$ cat src/rtl/instr_fetch_unit_pkg.sv
// Shared definitions for the fetch stage: FSM states, instruction field
// positions and PC width.
package instr_fetch_unit_pkg;

    localparam int unsigned PC_W       = 32;
    localparam int unsigned OPCODE_MSB = 31;
    localparam int unsigned OPCODE_LSB = 26;
    localparam int unsigned FUNCT_MSB  = 5;
    localparam int unsigned FUNCT_LSB  = 0;
    localparam int unsigned TARGET_MSB = 25;
    localparam int unsigned IMM_MSB    = 15;

    typedef enum logic [1:0] {
        FETCH = 2'd0,
        ISSUE = 2'd1,
        HALT  = 2'd2
    } fetch_state_t;

endpackage

$ cat src/rtl/instr_fetch_unit_next_pc.sv
// Next-PC selection: jump beats taken branch, which beats sequential pc+4.
// All arithmetic is 32-bit modular.
module next_pc_logic
    import instr_fetch_unit_pkg::*;
(
    input  logic [PC_W-1:0]       pc_plus4,
    input  logic [TARGET_MSB:0]   instr,
    input  logic                  branch,
    input  logic                  jump,
    input  logic                  zero,
    output logic [PC_W-1:0]       next_pc
);

    logic [PC_W-1:0] branch_off;

    assign branch_off = {{14{instr[IMM_MSB]}}, instr[IMM_MSB:0], 2'b00};

    always_comb begin
        next_pc = pc_plus4;
        if (jump) begin
            next_pc = {pc_plus4[31:28], instr[TARGET_MSB:0], 2'b00};
        end else if (branch && zero) begin
            next_pc = pc_plus4 + branch_off;
        end
    end

endmodule

$ cat src/rtl/instr_fetch_unit.sv
// Fetch stage: owns the PC, fetches over a req/ready handshake, holds the
// instruction for the control unit until the datapath reports completion.
module instr_fetch_unit
    import instr_fetch_unit_pkg::*;
#(
    parameter logic [31:0] RESET_PC = 32'h0000_0000,
    parameter int unsigned MAX_WAIT = 16
) (
    input  logic            clk,
    input  logic            rst,
    output logic            imem_req,
    output logic [31:0]     imem_addr,
    input  logic            imem_ready,
    input  logic [31:0]     imem_rdata,
    output logic [31:0]     instr,
    output logic            instr_valid,
    output logic [5:0]      opcode,
    output logic [5:0]      funct,
    output logic [31:0]     pc,
    output logic [31:0]     pc_plus4,
    input  logic            exec_done,
    input  logic            branch,
    input  logic            jump,
    input  logic            zero,
    output logic            fetch_err
);

    localparam int unsigned CNT_W = (MAX_WAIT > 1) ? $clog2(MAX_WAIT) : 1;
    localparam logic [CNT_W-1:0] CNT_LAST = CNT_W'(MAX_WAIT - 1);

    fetch_state_t     state;
    fetch_state_t     state_nxt;
    logic [CNT_W-1:0] wait_cnt;
    logic [PC_W-1:0]  next_pc;

    always_ff @(posedge clk or posedge rst) begin
        if (rst) begin
            state <= FETCH;
        end else begin
            state <= state_nxt;
        end
    end

    always_comb begin
        state_nxt = state;
        case (state)
            FETCH: begin
                if (imem_ready) begin
                    state_nxt = ISSUE;
                end else if (wait_cnt == CNT_LAST) begin
                    state_nxt = HALT;
                end
            end
            ISSUE: begin
                if (exec_done) begin
                    state_nxt = FETCH;
                end
            end
            HALT:    state_nxt = HALT;
            default: state_nxt = FETCH;
        endcase
    end

    always_ff @(posedge clk or posedge rst) begin
        if (rst) begin
            pc          <= {RESET_PC[31:2], 2'b00};
            instr       <= '0;
            instr_valid <= 1'b0;
            fetch_err   <= 1'b0;
            wait_cnt    <= '0;
        end else begin
            case (state)
                FETCH: begin
                    if (imem_ready) begin
                        instr       <= imem_rdata;
                        instr_valid <= 1'b1;
                        wait_cnt    <= '0;
                    end else if (wait_cnt == CNT_LAST) begin
                        fetch_err <= 1'b1;
                    end else begin
                        wait_cnt <= wait_cnt + CNT_W'(1);
                    end
                end
                ISSUE: begin
                    if (exec_done) begin
                        pc          <= next_pc;
                        instr_valid <= 1'b0;
                    end
                end
                default: ;
            endcase
        end
    end

    next_pc_logic u_next_pc (
        .pc_plus4 (pc_plus4),
        .instr    (instr[TARGET_MSB:0]),
        .branch   (branch),
        .jump     (jump),
        .zero     (zero),
        .next_pc  (next_pc)
    );

    // Gated by rst so the request drops immediately, without waiting for an edge.
    assign imem_req  = (state == FETCH) && !rst;
    assign imem_addr = pc;
    assign pc_plus4  = pc + 32'd4;
    assign opcode    = instr[OPCODE_MSB:OPCODE_LSB];
    assign funct     = instr[FUNCT_MSB:FUNCT_LSB];

endmodule
$ cat config.mk
export PLATFORM = sky130hd
export DESIGN_NAME = instr_fetch_unit
export DESIGN_NICKNAME = d
export VERILOG_FILES = /design/src/rtl/instr_fetch_unit_pkg.sv /design/src/rtl/instr_fetch_unit_next_pc.sv /design/src/rtl/instr_fetch_unit.sv
export SDC_FILE = /design/constraint.sdc
export NUM_CORES = 1
export LEC_CHECK = 0
export ABC_CLOCK_PERIOD_IN_PS = 8200
export BUFFER_PORTS_ARGS = -buffer_cell sky130_fd_sc_hd__buf_2
export CORE_UTILIZATION = 40
export CTS_CLUSTER_SIZE = 12
export DETAILED_ROUTE_END_ITERATION = 10
export PLACE_DENSITY = 0.61
export SYNTH_ARGS = -nofsm -noshare
export SYNTH_HDL_FRONTEND = slang
export SYNTH_SLANG_ARGS = --single-unit
$ cat constraint.sdc
create_clock -name clk -period 8.2 [get_ports clk]
set_clock_uncertainty 0.15 [all_clocks]
set_input_delay 0.82 -clock clk [delete_from_list [all_inputs] [get_ports clk]]
set_output_delay 0.82 -clock clk [all_outputs]
set_load 0.02 [all_outputs]
======== Yosys cells after proc, flatten, opt, wreduce, memory -nomap -nowiden ========
Index checks and enable logic that the tools add are counted.
operators by class
  $add $sub $neg .......................... 3
  equality and inequality tests ........... 7
  mux-type cells .......................... 11
  bitwise gates (word level) .............. 1
  reduce and logical (&&, ||, !) cells .... 11
operators by type and width
  kind                                                                   count
  32-bit 2-to-1 mux                                                      2
  32-bit by 3-bit adder with 32-bit output, second input constant        1
  32-bit adder                                                           1
  4-bit 2-to-1 mux                                                       2
  2-bit AND reduction                                                    4
  2-bit 2-to-1 mux                                                       3
  2-bit inequality test, second input constant                           3
  2-bit one-hot mux with 3 select lines                                  1
  3-bit AND reduction                                                    2
  4-bit by 1-bit adder with 4-bit output, second input constant          1
  4-bit equality test, second input constant                             1
  3-bit inequality test, second input constant                           1
  2-bit by 1-bit equality test with 1-bit output, second input constant  1
  2-bit equality test, second input constant                             1
  1-bit logical AND                                                      2
  2-bit zero test                                                        1
  1-bit 2-to-1 mux                                                       2
  1-bit one-hot mux with 2 select lines                                  1
  2-bit nonzero test                                                     1
  1-bit zero test                                                        1
  1-bit NOT                                                              1
storage, ports and cells
  register bits after elaboration ......... 72
  input bits .............................. 39
  output and inout port bits .............. 143
  logic and storage cells ................. 39

======== Depth between registers and ports, before layout ========
  word-level depth ........................ 4
  mapped depth ............................ 16
  gate-level depth less buffers ........... 14

======== By module ========
From an unflattened synthesis, not the netlist that was laid out.
unflattened totals
  cell total of the unflattened synthesis .. 623
  area, all modules ....................... 5804.3 um^2
modules (own cells, without submodules)
  module            times used  cells an instance  area each (um^2)  seq. area each (um^2)
  instr_fetch_unit  1           299                3664.8            1801.7
  next_pc_logic     1           324                2139.6            0.0

======== Least setup slack after synthesis ========
No wires, ideal clock.
  path type ............................... register to register
  start ................................... reg pc[2], in the netlist imem_addr[2]
  end ..................................... reg pc[31], in the netlist imem_addr[31]
  library setup time ...................... 0.095 ns
  arrival time ............................ 3.938 ns
  data required time ...................... 7.955 ns
  setup slack ............................. 4.017 ns
  cell stages (with the launch flop) ...... 16
  buffers on the path ..................... 1
  period minus slack after synthesis ...... 4.183 ns
  cells stage by stage .................... dfrtp_1 -> ha_1 -> and3_1 -> and3_1 -> clkbuf_1 -> nand2_1 -> xnor2_1 -> ha_1 -> and4_1 -> a211oi_1 -> o21ai_1 -> or3b_1 -> o221ai_2 -> o22ai_1 -> o21a_1 -> o31ai_1
on the way
  longest elaborated chain between the ends .. 4
RTL lines
  item                                      line                            source
  start: declaration                        instr_fetch_unit.sv:19          output logic [31:0] pc,
  start signal: assignment                  instr_fetch_unit.sv:66          pc <= {RESET_PC[31:2], 2'b00};
  start signal: assignment                  instr_fetch_unit.sv:86          pc <= next_pc;
  32-bit by 3-bit adder with 32-bit output  instr_fetch_unit.sv:107         assign pc_plus4 = pc + 32'd4;
  net pc_plus4[16]                          instr_fetch_unit.sv:20          output logic [31:0] pc_plus4,
  32-bit adder                              instr_fetch_unit_next_pc.sv:23  next_pc = pc_plus4 + branch_off;
  32-bit 2-to-1 mux                         instr_fetch_unit_next_pc.sv:22  end else if (branch && zero) begin
  32-bit 2-to-1 mux                         instr_fetch_unit_next_pc.sv:20  if (jump) begin
The timed path passes the listed nets, and every way through them passes these cells.
A chain may end at the register's enable or synchronous reset.

======== Worst setup path after layout ========
  start ................................... reg pc[2], in the netlist imem_addr[2]
  end ..................................... reg pc[31], in the netlist imem_addr[31]
on the way
  longest elaborated chain between the ends .. 4
RTL lines
  item                                          line
  32-bit by 3-bit adder with 32-bit output (*)  instr_fetch_unit.sv:107
  32-bit adder                                  instr_fetch_unit_next_pc.sv:23
  32-bit 2-to-1 mux                             instr_fetch_unit_next_pc.sv:22
  32-bit 2-to-1 mux (*)                         instr_fetch_unit_next_pc.sv:20
Every way passes the cells marked *; elsewhere a longest branch is shown, timed or not.

==> results.yml <==
run_status:
  outcome: "completed"
timing:
  setup_violations: 0
  period_needed_ns: 4.208
  setup_tns_ns: 0
  fmax_mhz: 237.6
  whs_ns: 0.3218
  slew_headroom_pct: 34.33
  period_share_pct: 51.32
  finalHoldViolCount: 0
  drv_slew: 0
  worst_slew_pin_slew_ns: 0.9850
  rsz0062_at_grt: "no"
cts:
  numCtsBuffers: 9
  h-tree-depth: 3
  cts_tree: "built"
  cts_resized: 0
  hold_buffers: 0
  cts_setup_buffers: 0
  clock-sinks: 70
  cts_buffer_depth: 2
  clk_latency_ns: 0.33
  clock-root-buffer: "clkbuf_16"
  clk_pin_slew_ns: 0.06
floorplanning:
  fp-row-count: 43
  core_region_area_um2: 13990
  start_util_pct: 41.27
  dieArea_um2: 14920
  die_y_um: 122.1
  io_pins: 182
  fp.dieW_um: 122.1
power:
  pwr-share-comb_pct: 66.2
  p_sw_uw: 1629
  p_leak_uw: 0.003232
  irDropWorstVdd_mv: 0.2303
  clockPowerShare_pct: 11.7
  internal_power_uw: 1461
  seqPwrFrac_pct: 22.1
  sw_frac_of_total_pct: 52.71
  total_power_uw: 3090
  p_per_area_nw_per_um2: 459.9
finish:
  multiInputGateArea_um2: 3516
  fill_cells: 1342
  drive_above_1_share_pct: 28.47
  regArea_um2: 1752
  final_cell_count_no_fill: 988
  layout-area-overhead-vs-synth_pct: 16.41
  antenna_cells: 0
  fin_nets: 880
grt:
  grt_first_pass_wirelength_mm: 27.13
  grt_pass1_vias: 5196
  antenna_found_initial: 0
  grt_use_total_pct: 23.31
  grt_overflow_total: 0
  grt_max_degree: 71
detailed_routing:
  post_drt_wl_per_cell_um: 17.28
  vias: 5533
  drcViolationCount: 0
  viasPerCell: 5.600
  postRouteAntennaNets: 0
  finalWirelength_mm: 17.07
  initialDrtViolationCount: 324
  firstDrtPassIters: 5
worst_setup_path:
  r2r_setup_slack_ns: 3.99
  cp-end-kind: "flop"
  cp_slowest_cell: "dfrtp_1"
  arrival_ns: 4.29
  r2r_start: "imem_addr[2]$_DFFE_PP0P_"
  worstPathRequired_ns: 8.29
  cpPeakStageDelay_ns: 0.48
  r2r_end: "imem_addr[31]$_DFFE_PP0P_"
  critical_path_class: "reg -> reg"
  crit_chain: "ha_1 > and3_1 > and3_1 > nand4_1 > xnor2_1 > ha_1 > a21oi_1 > o21ai_1 > or3b_1 > o221ai_2 > o22ai_1 > o21a_1 > o31ai_1"
  r2r.worst_path.cells: 13
  cp-start-kind: "flop"
  crit_fanout: 8
synth:
  synth_top_area_share_pct: 30.34
  ys_top_cells_by_count: "dfrtp_1, nand2_1, nor2_1, buf_4, a21oi_1"
  synth_edf_count: 0
  synthFlopType: "dfrtp_1"
  synthArstFlopShare_pct: 100.0
  synth.area.top_cells: "dfrtp_1, ha_1, buf_4"
  synth_cells: 685
  synth-seq-cells: 70
  synth_area_um2: 5773
  synth_area_per_cell_um2: 8.428
  yosysSeqAreaShare_pct: 30.34
  synth.largest_area_cell: "dfrtp_1"
  yosysWarnings: 0
  ys_types: 59
min_path:
  hold_path_class: "reg -> reg"
  hold_depth: 1
  min_from: "fetch_err$_DFFE_PP0P_"
  hold_end: "fetch_err$_DFFE_PP0P_"
place:
  gp_congestion: 0.9110
  dp.cells: 972
  io_buffers: 175
  dpl.hpwl_mm: 12.97
run:
  maxCapViolations: 0
## cell families (layout without fill, tap and decap cells)
logic type / after synthesis / count (layout) / synth area share [%]
buffers and inverters: 92 / 210 / 9.103
DFF: 70 / 70 / 30.34
other: 1 / 6 / 0.06496
adders and majority gates: 38 / 38 / 8.366
muxes: 36 / 36 / 6.870
and+or+nand+nor: 224 / 224 / 18.60
AOI/OAI and AO/OA: 178 / 178 / 19.68
xor gates and xnor gates: 46 / 46 / 6.979
## final cells by class
type / instances / share of cell area (%)
inverter: 16 / 0.8937
timing repair buffer: 178 / 13.37
clock inverter: 4 / 0.3351
tap: 180 / 3.351
sequential: 70 / 26.07
multi-input combinational: 528 / 52.32
clock buffer: 12 / 3.668
## registers in the layout, summed over array words and instances (netlist names)
register     cells
instr           32
imem_addr       30
wait_cnt         4
state            2
fetch_err        1
instr_valid      1
## stage by stage
stage	instance area, um^2	utilization (%)	setup slack, ns
floorplan	5792	-	4.017
global placement	6451	46.12	4.141
detailed placement	6451	46.12	4.008
CTS	6720	48.04	4.009
global route	6720	48.04	3.603
finish	6720	48.04	3.992
## how the worst max path moves through the flow
| stage | start | end | slack [ns] | depth (start not counted) |
|---|---|---|---|---|
| final | imem_addr[2]$_DFFE_PP0P_ | imem_addr[31]$_DFFE_PP0P_ | 3.99 | 13 |
| after floorplan | imem_addr[2]$_DFFE_PP0P_ | imem_addr[31]$_DFFE_PP0P_ | 4.02 | 15 |
| after global placement | imem_addr[2]$_DFFE_PP0P_ | imem_addr[31]$_DFFE_PP0P_ | 4.14 | 13 |
| after CTS | imem_addr[2]$_DFFE_PP0P_ | imem_addr[31]$_DFFE_PP0P_ | 4.01 | 14 |
| after detailed placement | imem_addr[2]$_DFFE_PP0P_ | imem_addr[31]$_DFFE_PP0P_ | 4.01 | 14 |
| after global routing | imem_addr[2]$_DFFE_PP0P_ | imem_addr[31]$_DFFE_PP0P_ | 3.60 | 14 |
## placed cells by master, fill, tap and decap left out, types with 6 or more instances in the layout
cell type  netlist  layout
nand3_1         30      30
inv_1           16      15
dfrtp_1         70      70
xor2_1          16      16
buf_2            0     175
mux2i_1          7       7
ha_1            37      37
nor2b_1          6       6
xnor2_1         30      30
mux2_2          29      29
a31oi_1          7       7
and3_1          15      15
clkbuf_16        0       9
conb_1           1       6
nor2_1          53      53
o21ai_0         44      44
a21o_1          14      14
nor3_1          13      13
o21a_1           8       8
a21oi_1         47      47
a211oi_1        11      11
nand2_1         70      70
## power by group through the flow
| stage | Clock (uW) | Sequential (uW) | Combinational [uW] |
|---|---|---|---|
| 2_1_floorplan | 0 | 778 | 1430 |
| 3_3_place_gp | 0 | 674 | 2010 |
| 3_5_place_dp | 0 | 686 | 2020 |
| 4_1_cts | 370 | 682 | 2030 |
| 5_1_grt | 384 | 707 | 2240 |
| 6_report | 360 | 683 | 2050 |
## metal layers
metal	GRT usage, %	wire, um
met5	0	0
met2	37.04	7883
met3	3.792	1055
met1	32.22	7832
met4	7.393	303
## worst max-delay path: cells and delay by family, from the launching register on
| family | cells | cell delay, ns |
|---|---|---|
| XOR/XNOR | 1 | 0.39 |
| flip-flops | 1 | 0.48 |
| adder cells (fa/ha/maj) | 2 | 0.64 |
| AO/OA/AOI/OAI | 6 | 1.23 |
| AND/OR/NAND/NOR | 4 | 1.22 |
No activity file was read; power rests on OpenSTA's default activity.
